## src/rtl/down_cnt256_pkg.sv

```systemverilog
// Shared types for the 8-bit presettable down-counter.
//   cnt_t   : 8-bit count value, {high nibble, low nibble}
//   state_e : control FSM states
package down_cnt256_pkg;

  typedef logic [7:0] cnt_t;

  typedef enum logic [1:0] {
    StIdle,
    StRun,
    StDone
  } state_e;

endpackage

```

## src/rtl/down_cnt256_if.sv

```systemverilog
// Bus bundle for down_cnt256.
//   load : synchronous load strobe          d    : load value
//   en   : count enable                     mode : 0 one-shot, 1 auto-reload (sampled on load)
//   qh/ql: count nibbles                    b    : terminal-count pulse
//   busy : counter running                  done : one-shot finished
// master drives the controls and observes the outputs; slave is the counter.
interface down_cnt256_if;
  import down_cnt256_pkg::*;

  logic       load;
  cnt_t       d;
  logic       en;
  logic       mode;
  logic [3:0] qh;
  logic [3:0] ql;
  logic       b;
  logic       busy;
  logic       done;

  modport master (
    output load, d, en, mode,
    input  qh, ql, b, busy, done
  );

  modport slave (
    input  load, d, en, mode,
    output qh, ql, b, busy, done
  );

endinterface

```

## src/rtl/down_cnt256_cnt16.sv

```systemverilog
// 4-bit loadable down-counter slice (one nibble of down_cnt256).
//   clk/rst : clock, asynchronous active-high reset (to RstVal)
//   ld, d   : synchronous load, has priority over dec
//   dec     : decrement by one (wraps 0 -> F)
//   q       : current value
//   bo      : borrow out = dec & (q == 0), combinational
module down_cnt256_cnt16 #(
  parameter logic [3:0] RstVal = 4'h0
) (
  input  logic       clk,
  input  logic       rst,
  input  logic       ld,
  input  logic [3:0] d,
  input  logic       dec,
  output logic [3:0] q,
  output logic       bo
);

  logic [3:0] q_d, q_q;

  always_comb begin
    q_d = q_q;
    if (ld) begin
      q_d = d;
    end else if (dec) begin
      q_d = q_q - 4'd1;
    end
  end

  always_ff @(posedge clk or posedge rst) begin
    if (rst) begin
      q_q <= RstVal;
    end else begin
      q_q <= q_d;
    end
  end

  assign q  = q_q;
  assign bo = dec & (q_q == 4'h0);

endmodule

```

## src/rtl/down_cnt256.sv

```systemverilog
// Presettable 8-bit down-counter with terminal-count pulse, one-shot and auto-reload modes.
//   clk      : clock, rising edge
//   rst      : master reset, asynchronous, active-high
//   bus      : slave side of down_cnt256_if (load/d/en/mode in; qh/ql/b/busy/done out)
// Parameters:
//   RST_VAL   : count and reload value while reset is asserted
//   RELOAD_EN : 0 forces one-shot regardless of mode
module down_cnt256
  import down_cnt256_pkg::*;
#(
  parameter cnt_t RST_VAL   = 8'h00,
  parameter bit   RELOAD_EN = 1'b1
) (
  input logic            clk,
  input logic            rst,
  down_cnt256_if.slave   bus
);

  state_e state_d, state_q;
  cnt_t   r_d, r_q;
  logic   mode_d, mode_q;
  logic   b_d, b_q;
  logic   busy_d, busy_q;
  logic   done_d, done_q;

  cnt_t       q;
  logic [3:0] qh, ql;
  logic       step, is_one, term;
  logic       nib_ld, dec_lo, lo_bo, hi_bo;
  cnt_t       nib_d;

  assign q      = {qh, ql};
  assign is_one = (q == 8'd1);
  // Load outranks counting, so a load on the terminal edge suppresses the pulse.
  assign step   = (state_q == StRun) & bus.en & ~bus.load;
  assign term   = step & is_one;
  assign dec_lo = step & ~is_one;

  // Terminal count reuses the load path: reload R in auto-reload, clear to 0 in one-shot.
  assign nib_ld = bus.load | term;
  assign nib_d  = bus.load ? bus.d : (mode_q ? r_q : 8'h00);

  down_cnt256_cnt16 #(
    .RstVal(RST_VAL[3:0])
  ) u_lo (
    .clk(clk),
    .rst(rst),
    .ld (nib_ld),
    .d  (nib_d[3:0]),
    .dec(dec_lo),
    .q  (ql),
    .bo (lo_bo)
  );

  down_cnt256_cnt16 #(
    .RstVal(RST_VAL[7:4])
  ) u_hi (
    .clk(clk),
    .rst(rst),
    .ld (nib_ld),
    .d  (nib_d[7:4]),
    .dec(lo_bo),
    .q  (qh),
    .bo (hi_bo)
  );

  // Decrement only happens with q > 1, so the high nibble can never borrow out.
  assert property (@(posedge clk) disable iff (rst) !hi_bo);

  always_comb begin
    state_d = state_q;
    r_d     = r_q;
    mode_d  = mode_q;
    b_d     = 1'b0;
    if (bus.load) begin
      r_d     = bus.d;
      mode_d  = bus.mode & RELOAD_EN;
      state_d = (bus.d != 8'h00) ? StRun : StDone;
    end else if (term) begin
      b_d = 1'b1;
      if (!mode_q) begin
        state_d = StDone;
      end
    end
    busy_d = (state_d == StRun);
    done_d = (state_d == StDone);
  end

  always_ff @(posedge clk or posedge rst) begin
    if (rst) begin
      state_q <= StIdle;
      r_q     <= RST_VAL;
      mode_q  <= 1'b0;
      b_q     <= 1'b0;
      busy_q  <= 1'b0;
      done_q  <= 1'b0;
    end else begin
      state_q <= state_d;
      r_q     <= r_d;
      mode_q  <= mode_d;
      b_q     <= b_d;
      busy_q  <= busy_d;
      done_q  <= done_d;
    end
  end

  assign bus.qh   = qh;
  assign bus.ql   = ql;
  assign bus.b    = b_q;
  assign bus.busy = busy_q;
  assign bus.done = done_q;

endmodule

```

## src/flat_wrapper.sv

```systemverilog
// flat-port wrapper written by rule: the top's interface ports become plain ports
module down_cnt256_flat import down_cnt256_pkg::*;
#(
  parameter cnt_t RST_VAL   = 8'h00,
  parameter bit   RELOAD_EN = 1'b1
)
  (clk, rst, bus_load, bus_d, bus_en, bus_mode, bus_qh, bus_ql, bus_b, bus_busy, bus_done);
  down_cnt256_if bus_i ();
  input logic clk;
  input logic rst;
  input wire logic [$bits(bus_i.load)-1:0] bus_load;
  input wire logic [$bits(bus_i.d)-1:0] bus_d;
  input wire logic [$bits(bus_i.en)-1:0] bus_en;
  input wire logic [$bits(bus_i.mode)-1:0] bus_mode;
  output wire logic [$bits(bus_i.qh)-1:0] bus_qh;
  output wire logic [$bits(bus_i.ql)-1:0] bus_ql;
  output wire logic [$bits(bus_i.b)-1:0] bus_b;
  output wire logic [$bits(bus_i.busy)-1:0] bus_busy;
  output wire logic [$bits(bus_i.done)-1:0] bus_done;
  assign bus_i.load = bus_load;
  assign bus_i.d = bus_d;
  assign bus_i.en = bus_en;
  assign bus_i.mode = bus_mode;
  assign bus_qh = bus_i.qh;
  assign bus_ql = bus_i.ql;
  assign bus_b = bus_i.b;
  assign bus_busy = bus_i.busy;
  assign bus_done = bus_i.done;
  down_cnt256 #(.RST_VAL(RST_VAL), .RELOAD_EN(RELOAD_EN)) u_core (.clk(clk), .rst(rst), .bus(bus_i));
endmodule
```

## config.mk

```make
export PLATFORM = sky130hd
export DESIGN_NAME = down_cnt256_flat
export DESIGN_NICKNAME = d
export VERILOG_FILES = /design/src/rtl/down_cnt256_pkg.sv /design/src/rtl/down_cnt256_if.sv /design/src/rtl/down_cnt256_cnt16.sv /design/src/rtl/down_cnt256.sv /design/src/flat_wrapper.sv
export SDC_FILE = /design/constraint.sdc
export NUM_CORES = 1
export LEC_CHECK = 0
export ABC_AREA = 0
export BUFFER_PORTS_ARGS = -buffer_cell sky130_fd_sc_hd__clkbuf_2
export CAP_MARGIN = 20
export CORE_UTILIZATION = 57
export DETAILED_ROUTE_END_ITERATION = 7
export PLACE_DENSITY = 0.82
export SLEW_MARGIN = 10
export SYNTH_ARGS = -nofsm -noshare
export SYNTH_HDL_FRONTEND = slang
export SYNTH_HIERARCHICAL = 1
export SYNTH_SLANG_ARGS = --single-unit
```

## constraint.sdc

```tcl
create_clock -name clk -period 5.25 [get_ports clk]
set_clock_uncertainty 0.05 [all_clocks]
set_input_delay 0.2625 -clock clk [delete_from_list [all_inputs] [get_ports clk]]
set_output_delay 0.2625 -clock clk [all_outputs]
set_load 0.005 [all_outputs]
```

* Word level (Yosys, flattened, before mapping)
Index checks and enable logic that the tools add are counted.
** Cells by class
- Eq/ne operators :: 4
- Magnitude comparators :: 0
- Add/subtract/negate cells :: 2
- Multiplexer cells :: 12
- Reductions and logical operators :: 4
- Multiply operators :: 0
- Shift-type cells :: 0
- Div/mod/pow operators :: 0
- Bitwise operators :: 8
** Operators with widths (count)
- two-way mux 4 bit :: 4
- two-way mux 8 bit :: 2
- equality test 8 x 1 -> 1 bit (second input constant) :: 1
- two-way mux 2 bit :: 4
- nonzero test 8 bit :: 1
- subtractor 4 x 1 -> 4 bit (second input constant) :: 2
- AND 1 bit :: 5
- equality test 2 x 1 -> 1 bit (second input constant) :: 2
- zero test 4 bit :: 1
- nonzero test 2 bit :: 2
- equality test 2 bit (second input constant) :: 1
- two-way mux 1 bit :: 2
- inverter 1 bit :: 2
- bitwise OR 1 bit :: 1
** Word-level totals
- Latch bits :: 0
- Bits of input ports :: 13
- Memories kept :: 0
- Word-level logic and storage cells :: 38
- Register bits :: 22
- RAM bits :: 0
- Output and inout port bits :: 11
- ROM bits :: 0

* Depth between registers and ports, before layout
- Depth after elaboration :: 7
- Depth in mapped cells :: 8
- Depth with buffers taken out :: 7

* Modules after synthesis
The synthesis kept the hierarchy.
** By module, submodules not included
- down_cnt256 :: times used 1, area an instance 685.7 um^2, cells each 54, sequential area each 350.3 um^2
- down_cnt256_cnt16 :: times used 2, area an instance 244.0 um^2, cells each 25, sequential area each 100.1 um^2

* Least setup slack after synthesis
Ideal clock, no wire load.
- Kind :: input to register
- Start :: input bus_load
- End :: register u_core.u_hi.q_q[3], in the netlist u_core/u_hi/q[3]
- Arrival time :: 2.032 ns
- Library setup time :: 0.137 ns
- Path buffers :: 1
- Stages :: 8
- Slack :: 3.032 ns
- Data required time :: 5.063 ns
- Cell sequence :: buf_2 > nor2b_1 > nand2_1 > a21oi_1 > nor4bb_1 > nor4b_4 > xnor2_1 > o21ai_1
** On the way
- Longest elaborated chain between the ends :: 5
- Elaborated cells on any way between the ends :: 9
- Classes of those cells :: mux (2); bitwise (6); reduce/logical (1)
** RTL lines
- from (decl) :: line flat_wrapper.sv:11 : input wire logic [$bits(bus_i.load)-1:0] bus_load;
- inverter 1 bit :: line down_cnt256.sv:35 : assign step = (state_q == StRun) & bus.en & ~bus.load;
- AND 1 bit :: line down_cnt256.sv:35
- AND 1 bit :: line down_cnt256.sv:37 : assign dec_lo = step & ~is_one;
- net u_core.dec_lo :: line down_cnt256.sv:29 : logic nib_ld, dec_lo, lo_bo, hi_bo;
- AND 1 bit :: line down_cnt256_cnt16.sv:39 : assign bo = dec & (q_q == 4'h0);
- net u_core.lo_bo :: line down_cnt256.sv:29
- nonzero test 2 bit (no line)
- to (signal assigned) :: line down_cnt256_cnt16.sv:32 : q_q <= RstVal;
- to (signal assigned) :: line down_cnt256_cnt16.sv:34 : q_q <= q_d;
- to (decl) :: line down_cnt256_cnt16.sv:19 : logic [3:0] q_d, q_q;
The timed path passes the listed nets, and every way through them passes these cells.
A chain may end at the register's enable or synchronous reset.

* Worst setup path after layout
- Start :: register u_core.state_q[0]
- End :: register u_core.u_hi.q_q[3], in the netlist u_core/u_hi/q[3]
** On the way
- Longest elaborated chain between the ends :: 6
- Elaborated cells on any way between the ends :: 9
- Classes of those cells :: eq/ne (1); mux (1); bitwise (6); reduce/logical (1)
** RTL lines
- from (decl) :: line down_cnt256.sv:19 : state_e state_d, state_q;
- from (signal assigned) :: line down_cnt256.sv:91 : state_q <= StIdle;
- from (signal assigned) :: line down_cnt256.sv:98 : state_q <= state_d;
- equality test 2 x 1 -> 1 bit :: line down_cnt256.sv:35
- AND 1 bit (2 in series) :: line down_cnt256.sv:35
- AND 1 bit :: line down_cnt256.sv:37
- net u_core.dec_lo :: line down_cnt256.sv:29
- AND 1 bit :: line down_cnt256_cnt16.sv:39
- net u_core.lo_bo :: line down_cnt256.sv:29
- nonzero test 2 bit (no line)
The timed path passes the listed nets, and every way through them passes these cells.

==> run summary <==
status: complete, no violations
max cap viols: 0
commonest non-fill, non-tap cell in the layout: clkbuf_2
Routability Congestion: 0.778
Synth Cell Area: 1160 sq um
Setup TNS: 0 ns
warnings from Yosys: 6
clk sinks: 22
total wire length: 2160 um
largest net degree at the start of global routing: 17
relative slew slack: 47.6%
area grow syn2layout: 14.8%
syn avg cell area: 11.3 sq um
RSZ-0062 raised after global routing: false
drt wl/cell: 14.1 um
placed cell count: 148
CTS tree: done
die width: 47.2 um
Hold Fails Final Rpt: 0
critical path class: register to register
post-layout min period: 2.53 ns
fin. max-slew vios: 0
Final Power: 0.388 mW
share of layout cells above drive strength 1: 32.8%
Detailed Place HPWL: 1660 um
# rows: 15
via/cell ratio: 5.20
first-pass detailed-route iteration total: 4
GRT Util Overall: 22.9%
DR iter-0 viols: 16
Worst EP required: 5.38 ns
Root Driver: clkbuf_4
fin crit share: 48.1%
Worst-Margin Slew: 0.776 ns
Nets: 146
io pins: 24
number of setup violations in the final report: 0
CORE AREA: 1820 sq um
vias in the first global route: 799
first-pass GRT wire length: 3510 um
Initial Util: 63.9%
CTS Buf Count: 3
Vias: 795
hold slack: 0.161 ns
Critical Path Source Type: register
Port Buffers: 23
DIE AREA: 2230 sq um
initial antenna violation count: 0
register area: 551 sq um
Layout fillers: 132
Antenna Violating Nets Remaining: 0
CP endpoint kind: register
crit path max fanout: 6
worst endpoint data arrival time: 2.66 ns
H-tree depth: 1
final std cells w/o fill: 153
clock buffer depth: 2
GRT overflow: 0
fmax: 396 MHz
n_diodes: 0
P_leak: 0.604 nW
Die Span Y: 47.2 um
Residual DRC: 0
Clk Latency, worst-skew pair: 0.30 ns
Worst Hold Class: input port to register
Mapped Cells: 103
Multi-input gate area: 563 sq um
Resized cells post-CTS: 0
CTS clk-pin slew, worst paths: 0.12 ns
VDD IR max: 0.000227 V
most frequent cells in the layout: clkbuf_2 (23), dfrtp_1 (22), nand2_1 (13)
P per Cell Area: 291 nW/um^2
Post-Syn Nets: 120
-- through the flow --
step	utilization [%]	worst slack [ns]	cell area [sq um]
5_1_grt	73.4	2.45	1340
3_5_place_dp	70.9	2.64	1290
6_report	73.4	2.72	1340
3_3_place_gp	70.9	2.82	1290
4_1_cts	73.4	2.74	1340
2_1_floorplan	-	3.08	1160
-- worst max-delay path: stages (launching register included) --
cell and delay, ns:
dfrtp_1 0.39, nor2b_1 0.27, nand2_1 0.08, a21oi_1 0.37, nor4bb_1 0.68, nor4b_4 0.34
xnor2_1 0.15, o21ai_1 0.08
-- per-layer routing --
layer / up-vias / wire [um] / GRT usage (%)
met2: 14 / 1100 / 39.2
met5: - / 0 / 0
met1: 379 / 1010 / 31.5
li1: 400 / - / -
met4: 0 / 10 / 5.14
met3: 2 / 45 / 2.31
-- final timing paths --
path / startpoint / endpoint / slack (ns) / cells after the start
worst max register to register: u_core/state_q[0] / u_core/u_hi/q[3] / 2.72 / 7
worst min register to register: u_core/r_q[1] / u_core/r_q[1] / 0.45 / 1
worst min-delay path: bus_mode / u_core/mode_q / 0.16 / 2
worst max-delay path: u_core/state_q[0] / u_core/u_hi/q[3] / 2.72 / 7
max in group asynchronous: rst / u_core/bus.b / 4.29 / 3
min in group asynchronous: rst / u_core/u_lo/q[2] / 0.34 / 3
-- state kept, by name (all words and copies together) (netlist names) --
name,flops
u_core/u_hi/q,4
u_core/bus.busy,1
u_core/r_q,8
u_core/bus.done,1
u_core/bus.b,1
u_core/mode_q,1
u_core/u_lo/q,4
u_core/state_q,2
-- power breakdown --
group	internal (mW)	total [mW]	switching (mW)
Sequential	0.187	0.212	0.0254
Clock	0.0422	0.0908	0.0486
Combinational	0.0439	0.0854	0.0415
Total	0.273	0.388	0.115
-- cell type report --
cell class | count | area share, %
multi-input combinational | 70 | 42.1
inverter | 8 | 2.25
tap | 25 | 2.34
sequential | 22 | 41.2
timing repair buffer | 24 | 9.36
clock buffer | 4 | 2.72
-- timing repair --
item | CTS | global route
hold buffers | 1 | 0
endpoints found under the hold margin | 22 | 0
endpoints found under the setup margin | 0 | 0
buffers inserted | 0 | 0
Power figures use the tool's default switching activity.
